**src/rtl/uart8_rx_fifo_pkg.sv**
```systemverilog
// Shared definitions for the Uart8 receive FIFO: data widths, default depth, entry layout.
package uart8_rx_fifo_pkg;

    localparam int unsigned UART8_DATA_W       = 8;
    localparam int unsigned UART8_RXFIFO_DEPTH = 16;
    localparam int unsigned UART8_ENTRY_W      = UART8_DATA_W + 1;

    // One FIFO entry: framing-error flag alongside the received byte.
    typedef struct packed {
        logic                    err;
        logic [UART8_DATA_W-1:0] data;
    } rx_entry_t;

endpackage

```
**src/rtl/uart8_fifo_mem.sv**
```systemverilog
// Register-array storage for the Uart8 receive FIFO: one write port, asynchronous read port.
module uart8_fifo_mem
    import uart8_rx_fifo_pkg::*;
#(
    parameter int unsigned Depth = UART8_RXFIFO_DEPTH,
    parameter int unsigned AddrW = 4
) (
    input  logic             clk_i,
    input  logic             wr_en_i,
    input  logic [AddrW-1:0] wr_addr_i,
    input  rx_entry_t        wr_data_i,
    input  logic [AddrW-1:0] rd_addr_i,
    output rx_entry_t        rd_data_o
);

    rx_entry_t mem_q [Depth];

    // Contents need no reset: the read side is qualified by the FIFO's valid flag.
    always_ff @(posedge clk_i) begin
        if (wr_en_i) begin
            mem_q[wr_addr_i] <= wr_data_i;
        end
    end

    assign rd_data_o = mem_q[rd_addr_i];

endmodule

```
**src/rtl/uart8_rx_fifo.sv**
```systemverilog
// Captures completed Uart8 bytes into a FIFO and presents them on a valid/ready stream,
// with sticky overrun and a saturating framing-error counter.
module uart8_rx_fifo
    import uart8_rx_fifo_pkg::*;
#(
    parameter int unsigned DEPTH     = UART8_RXFIFO_DEPTH,
    parameter int unsigned ADDR_W    = 4,
    parameter int unsigned ERR_CNT_W = 8
) (
    input  logic                    clk,
    input  logic                    reset,
    input  logic                    rxDone,
    input  logic                    rxErr,
    input  logic [UART8_DATA_W-1:0] rxOut,
    input  logic                    flush,
    input  logic                    clearStats,
    input  logic                    outReady,
    output logic                    outValid,
    output logic [UART8_DATA_W-1:0] outData,
    output logic                    outErr,
    output logic [ADDR_W:0]         level,
    output logic                    full,
    output logic                    overrun,
    output logic [ERR_CNT_W-1:0]    errCount
);

    localparam logic [ADDR_W:0]      PtrOne = {{ADDR_W{1'b0}}, 1'b1};
    localparam logic [ERR_CNT_W-1:0] CntOne = {{(ERR_CNT_W-1){1'b0}}, 1'b1};

    logic                 rx_done_q;
    logic [ADDR_W:0]      wr_ptr_q, wr_ptr_d;
    logic [ADDR_W:0]      rd_ptr_q, rd_ptr_d;
    logic [ADDR_W:0]      level_q, level_d;
    logic                 valid_q, valid_d;
    logic                 full_q, full_d;
    logic                 overrun_q, overrun_d;
    logic [ERR_CNT_W-1:0] err_cnt_q, err_cnt_d;

    logic      push_evt, pop, do_push, dropped;
    rx_entry_t wr_entry, rd_entry;

    assign wr_entry = '{err: rxErr, data: rxOut};

    uart8_fifo_mem #(
        .Depth (DEPTH),
        .AddrW (ADDR_W)
    ) u_mem (
        .clk_i     (clk),
        .wr_en_i   (do_push),
        .wr_addr_i (wr_ptr_q[ADDR_W-1:0]),
        .wr_data_i (wr_entry),
        .rd_addr_i (rd_ptr_q[ADDR_W-1:0]),
        .rd_data_o (rd_entry)
    );

    // Next-state for pointers, occupancy flags and statistics.
    always_comb begin
        push_evt = rxDone & ~rx_done_q;
        pop      = valid_q & outReady;
        // A simultaneous pop frees the slot, so a full FIFO still accepts the byte.
        do_push  = push_evt & (~full_q | pop) & ~flush;
        dropped  = push_evt & full_q & ~pop & ~flush;

        wr_ptr_d = wr_ptr_q;
        rd_ptr_d = rd_ptr_q;
        if (flush) begin
            wr_ptr_d = '0;
            rd_ptr_d = '0;
        end else begin
            if (do_push) wr_ptr_d = wr_ptr_q + PtrOne;
            if (pop)     rd_ptr_d = rd_ptr_q + PtrOne;
        end

        // Flags come from the next pointers so they are registered alongside them.
        level_d = wr_ptr_d - rd_ptr_d;
        valid_d = (wr_ptr_d != rd_ptr_d);
        full_d  = (wr_ptr_d[ADDR_W] != rd_ptr_d[ADDR_W]) &&
                  (wr_ptr_d[ADDR_W-1:0] == rd_ptr_d[ADDR_W-1:0]);

        // clearStats wins over an overrun or error arriving in the same cycle.
        err_cnt_d = err_cnt_q;
        overrun_d = overrun_q | dropped;
        if (clearStats) begin
            err_cnt_d = '0;
            overrun_d = 1'b0;
        end else if (push_evt && rxErr && !(&err_cnt_q)) begin
            err_cnt_d = err_cnt_q + CntOne;
        end
    end

    // State registers with asynchronous active-low reset.
    always_ff @(posedge clk or negedge reset) begin
        if (!reset) begin
            rx_done_q <= 1'b0;
            wr_ptr_q  <= '0;
            rd_ptr_q  <= '0;
            level_q   <= '0;
            valid_q   <= 1'b0;
            full_q    <= 1'b0;
            overrun_q <= 1'b0;
            err_cnt_q <= '0;
        end else begin
            rx_done_q <= rxDone;
            wr_ptr_q  <= wr_ptr_d;
            rd_ptr_q  <= rd_ptr_d;
            level_q   <= level_d;
            valid_q   <= valid_d;
            full_q    <= full_d;
            overrun_q <= overrun_d;
            err_cnt_q <= err_cnt_d;
        end
    end

    // Head entry is forced to zero while empty so reset and flush present clean outputs.
    always_comb begin
        outValid = valid_q;
        outData  = valid_q ? rd_entry.data : '0;
        outErr   = valid_q & rd_entry.err;
        level    = level_q;
        full     = full_q;
        overrun  = overrun_q;
        errCount = err_cnt_q;
    end

endmodule

```
**config.mk**
```make
export PLATFORM = sky130hd
export DESIGN_NAME = uart8_rx_fifo
export DESIGN_NICKNAME = d
export VERILOG_FILES = /design/src/rtl/uart8_rx_fifo_pkg.sv /design/src/rtl/uart8_fifo_mem.sv /design/src/rtl/uart8_rx_fifo.sv
export SDC_FILE = /design/constraint.sdc
export NUM_CORES = 1
export LEC_CHECK = 0
export ABC_AREA = 1
export CORE_ASPECT_RATIO = 0.8
export CORE_UTILIZATION = 54
export CTS_BUF_LIST = sky130_fd_sc_hd__clkbuf_16
export DETAILED_ROUTE_END_ITERATION = 6
export HOLD_SLACK_MARGIN = 0.06
export MAX_ROUTING_LAYER = met4
export PLACE_DENSITY = 0.76
export RECOVER_POWER = 100
export SLEW_MARGIN = 10
export SYNTH_ARGS = -nofsm -noshare
export SYNTH_HDL_FRONTEND = slang
export SYNTH_HIERARCHICAL = 1
export SYNTH_SLANG_ARGS = --single-unit
```
**constraint.sdc**
```tcl
create_clock -name clk -period 1.75 [get_ports clk]
set_input_delay 0.35 -clock clk [delete_from_list [all_inputs] [get_ports clk]]
set_output_delay 0.35 -clock clk [all_outputs]
set_load 0.05 [all_outputs]
```
# Word level (Yosys, flattened, before mapping)

Memory sizes are Yosys's and may differ from the RTL's.
Index checks and enable logic that the tools add are counted.

Add/subtract/negate cells: 4
Multipliers: 0
Divide/modulo/power cells: 0
Order comparisons: 0
Eq/ne operators: 3
Shift-type cells: 0
Mux-type cells: 10
Bitwise operators: 14
Reduce and logical (&&, ||, !) cells: 6

Operator list:

| cell                  | number |
|---|---|
| $mux W8               | 3 |
| $mux W5               | 4 |
| $add A5 B1 Y5 const B | 2 |
| $add A8 B1 Y8 const B | 1 |
| $and A1 B1 Y1         | 8 |
| $reduce_and A8 Y1     | 1 |
| $ne A5 B5 Y1          | 1 |
| $sub A5 B5 Y5         | 1 |
| $eq A4 B4 Y1          | 1 |
| $not A1 Y1            | 4 |
| $logic_and A1 B1 Y1   | 3 |
| $mux W1               | 3 |
| $or A1 B1 Y1          | 2 |
| $reduce_bool A2 Y1    | 1 |
| $logic_not A1 Y1      | 1 |
| $ne A1 B1 Y1          | 1 |

Register bits: 27
Latch bits: 0
RAM bits: 144
ROM bits: 0
Input bits: 15
Word-level logic and storage cells: 46
Memories: 1

Memory list:

| memory      | depth | bits a word | read ports | clocked after Yosys merged registers in | wr ports | RTL line             | RTL |
|---|---|---|---|---|---|---|---|
| u_mem.mem_q | 16    | 9           | 1          | 0                                       | 1        | uart8_fifo_mem.sv:16 | `rx_entry_t mem_q [Depth];` |

# Depth between registers and ports, before layout

Word-level depth: 8
Mapped depth: 16
Depth with buffers taken out: 16

# By module

Netlist, hierarchy kept.

By module, submodules not included:

| module         | instances | cells each | area each (µm²) | seq. area each (µm²) |
|---|---|---|---|---|
| uart8_fifo_mem | 1         | 606        | 6322.3          | 4324.1 |
| uart8_rx_fifo  | 1         | 215        | 1617.8          | 675.6 |

# Worst setup path after synthesis

OpenSTA, ideal clock, no wires.

Path kind: flip-flop to flip-flop
From: reg valid_q, in the netlist outValid
To: reg level_q[4], in the netlist level[4]
Data arrival time: 2.123 ns
Required time: 1.633 ns
Slack: -0.490 ns
Stages on the path, launching flop included: 14
Buffers on the path: 0
Period minus slack after synthesis: 2.240 ns
Path through: dfrtp_1 -> nand2_2 -> nand2_2 -> nand3_1 -> nor2_1 -> inv_1 -> nand2_1 -> ha_1 -> inv_1 -> fa_1 -> nand2_1 -> nand2_1 -> nand3_1 -> nand2_1

Cells in the longest elaborated chain, start to end: 7
Elaborated cells on any way between the ends: 9
Those cells by class: 1 x add/sub; 4 x mux; 4 x bitwise

RTL lines:

| item                        | RTL line             | RTL |
|---|---|---|
| start, declared             | uart8_rx_fifo.sv:34  | `logic valid_q, valid_d;` |
| start signal, assigned      | uart8_rx_fifo.sv:107 | `valid_q <= valid_d;` |
| $and A1 B1 Y1 (*)           | uart8_rx_fifo.sv:59  | `pop = valid_q & outReady;` |
| $or A1 B1 Y1                | uart8_rx_fifo.sv:61  | `do_push = push_evt & (~full_q \| pop) & ~flush;` |
| $and A1 B1 Y1 (2 in series) | uart8_rx_fifo.sv:61  |  |
| $mux W5                     | uart8_rx_fifo.sv:70  | `if (do_push) wr_ptr_d = wr_ptr_q + PtrOne;` |
| $mux W5                     | uart8_rx_fifo.sv:66  | `if (flush) begin` |
| $sub A5 B5 Y5 (*)           | uart8_rx_fifo.sv:75  | `level_d = wr_ptr_d - rd_ptr_d;` |
| net level_d[4]              | uart8_rx_fifo.sv:33  | `logic [ADDR_W:0] level_q, level_d;` |
| end signal, assigned        | uart8_rx_fifo.sv:106 | `level_q <= level_d;` |
| end, declared               | uart8_rx_fifo.sv:33  |  |

The timed path passes the listed nets; every way through them passes the cells marked *.
A chain may end at the register's enable or synchronous reset.

==> metrics <==
area grow syn2layout 30.11%; worst-path cell chain buf_12 -> inv_16 -> buf_12 -> nand2_1 -> nand2_1 -> nand2_1 -> nand3_1 -> nand3_2 -> nand2_4 -> nand2_4 -> clkinvlp_4 -> buf_8; total core area 0.01430 mm²; Slew @ Worst Pin 0.8166 ns; post-route clock period utilization 1.347; vias per cell 5.365; CP peak stage delay 0.43 ns; largest cells by area after synthesis edfxtp_1 (54%), nand2_1 (12%), dfrtp_1 (8.5%); Reg clk slew, reported paths 0.07 ns; Placed Area 0.009219 mm²; CTS tree built; Post-Synth XOR/XNOR Area 0.002206; DRT Pass-1 Iters 7; dpl hpwl 12,320 µm; Synth Area in Simple Gates 0.2362; Synth Area in Compound Gates 0.01465; Fin Hold WS 0.4993 ns; I/O Buffers 39; Crit Path Category reg -> out; hold_buf cts 0; Max Root-Sink Buffers 2; min cycle time layout 2.357 ns; multiplexer share of the synthesized area 0; clk_lat worst skew 0.44 ns; Power Dens Cells 1039 mW/mm²; Worst Hold Class reg -> reg; Tot Pwr 10.73 mW; fin nets 980; met3 WL 1660 µm; Peak VDD IR 0.8371 mV; slack of the critical path -0.6073 ns; CP required 1.40 ns; violated checks DRC, setup timing; Routed WL 20,010 µm; CP delay by family, top buffers and inverters; Clock H-tree levels 4; initial antenna violation count 0; Synth Cell Area 0.007940 mm²; Post-Synth Adder-Cell Area 0.01355; Highest Clock Rate 0.4242 GHz; die height 110.5 µm; #FFs+latches synth 171; antenna fix cells 0; IO Count 40; cts bufs inserted 17; Root Driver clkbuf_16; largest net degree at the start of global routing 28; top sig layer met4; Antenna Nets Post-Route 0; Arr. time, crit path 2.01 ns; master of the slowest instance on the critical path dfrtp_2; Rel. slew slack 0.4556; ys flop type edfxtp_1; count of final setup violators 155; length of routed wiring on met1 8286 µm; Gate Count Post-Synth 821; first-pass GRT wire length 30,240 µm; Static Leakage 4.508 nW; clk sink count 171; Seq/Total Area, Yosys 0.6297; Avg Inst Size Synth 9.671 µm²; DR vias 6,191; worst-path maximum fanout 8; crit path capture type output port; Slew Viols, Final 0; Row Count 39; Post-synth EDFFs 144; Clock Skews 0.01328 ns; vias in the first global route 5,752; Initial Util 0.5554; Crit path top cell by count nand2_1; worst path bufs/invs 5; met2 routed WL 9861 µm; routed length per instance 17.34 µm; Max Cap Violations 0; Util after Layout 0.7226; share of cells above drive strength 1 0.2619; cell taking the most area after synthesis edfxtp_1; largest family of logic cells by synthesized area simple AND/OR/NAND/NOR gates; Synth top area share 0.5446; total gr overflow 0; Final Hold Fails 0; Total Routing Usage GR 0.2796; # DRC 9; syn_nets 844; Ys Warns 6; Die Footprint 0.01520 mm²; RSZ-0062 raised after global routing yes; Die X-Extent 137.6 µm; cell count after placement 1,103; Routability Congestion 0.8850; Final Cell Area 0.01033 mm²; DRT iter0 DRCs 792; outcome finished with violations; Async S/R FF share, synth 0.1579; CP startpoint kind register; Non-Filler Instances 1,154; Yosys cell types 32
==> layer usage <==
layer / track usage / vias up
li1: - / 2916
met1: 0.3753 / 2946
met2: 0.4184 / 307
met3: 0.07576 / 22
met4: 0.07766 / 0
met5: - / -
==> final timing paths <==
kind / from / to / slack (ns) / depth (start not counted)
hold reg to reg: overrun / overrun / 0.50 / 2
setup / recovery: rd_ptr_q[0] / outData[5] / -0.61 / 12
min in group asynchronous: reset / rd_ptr_q[4] / 0.51 / 2
setup reg to reg: rd_ptr_q[0] / level[2] / -0.58 / 9
hold / removal: overrun / overrun / 0.50 / 2
max in group asynchronous: reset / full / 0.76 / 2
==> worst reg2reg max path: stages, from the launching register on <==
cell and delay [ns]:
dfrtp_2 0.43, buf_4 0.14, buf_4 0.13, ha_2 0.30
nor2_1 0.04, nor3_1 0.36, inv_2 0.13, fa_2 0.39
buf_4 0.15, xor2_1 0.15
==> what timing repair did <==
item,4_1_cts,5_1_grt
resized for setup,90,48
endpoints found under the setup margin,123,159
cloned,3,3
buffers inserted,8,5
pin swaps,22,15
==> area by class of cell <==
class | count | area, µm²
clock buffer | 17 | 425.4
timing repair buffer | 145 | 1464
sequential | 171 | 5004
fill | 945 | 3966
timing repair inverter | 1 | 11.26
inverter | 157 | 646.9
tap | 184 | 230.2
multi-input combinational | 464 | 2439
clock inverter | 15 | 111.4
==> placed cells by master, fill, tap and decap left out, types with 3 or more instances in the layout <==
cell type	synthesis	routed
clkinvlp_4	0	12
clkbuf_16	0	19
clkinv_1	1	4
buf_4	12	53
nor2_4	1	12
edfxtp_1	144	144
nor2_2	3	8
dfrtp_2	0	3
nand2_2	2	23
clkbuf_2	0	15
buf_12	0	17
o21ai_1	6	5
clkbuf_1	1	10
nand3_1	127	107
nand2_4	0	4
ha_1	7	3
buf_8	0	12
a21oi_1	5	5
o21ai_0	4	6
nor2_1	32	16
clkinv_2	0	4
nand3_2	0	19
dfrtp_1	27	24
nand2_1	246	221
nor3_1	3	4
dlygate4sd3_1	0	11
ha_4	0	3
inv_1	145	135
buf_6	8	21
inv_2	9	11
nand3b_1	3	3
nand4_1	12	12
==> Yosys cell counts (3+ instances only) <==
library cell and count:
edfxtp_1 144, inv_1 145, o21ai_0 4, a21oi_1 5
buf_4 12, inv_2 9, ha_1 7, o21ai_1 6
nor2_2 3, o21ai_2 3, nand3b_1 3, buf_2 8
nor3_1 3, nor2_1 32, nand4_1 12, buf_6 8
nand2_1 246, nand3_1 127, dfrtp_1 27
==> registers in the layout (all words and copies together) (netlist names) <==
register and flops:
errCount 8, full 1, level 5, outValid 1, overrun 1, rd_ptr_q 5
rx_done_q 1, u_mem/mem_q 144, wr_ptr_q 5
==> where the power goes <==
group | internal (mW) | switching, mW
clock | 1.93 | 1.53
sequential | 4.50 | 0.0396
combinational | 1.03 | 1.71
total | 7.46 | 3.27
==> metrics by stage <==
| step | setup TNS [ns] | setup WS (ns) |
|---|---|---|
| after floorplan | -7.956 | -0.1882 |
| after global placement | -69.24 | -0.5728 |
| after detailed placement | -74.76 | -0.6384 |
| after CTS | -6.462 | -0.5620 |
| after global routing | -36.77 | -0.6793 |
| final | -24.82 | -0.6073 |
==> kinds of logic after synthesis <==
group	count (synthesis)
simple gates	434
buf+inv	186
flops	171
compound gates	20
fa+ha+maj	8
xor+xnor	2
Power figures use the tool's default switching activity.
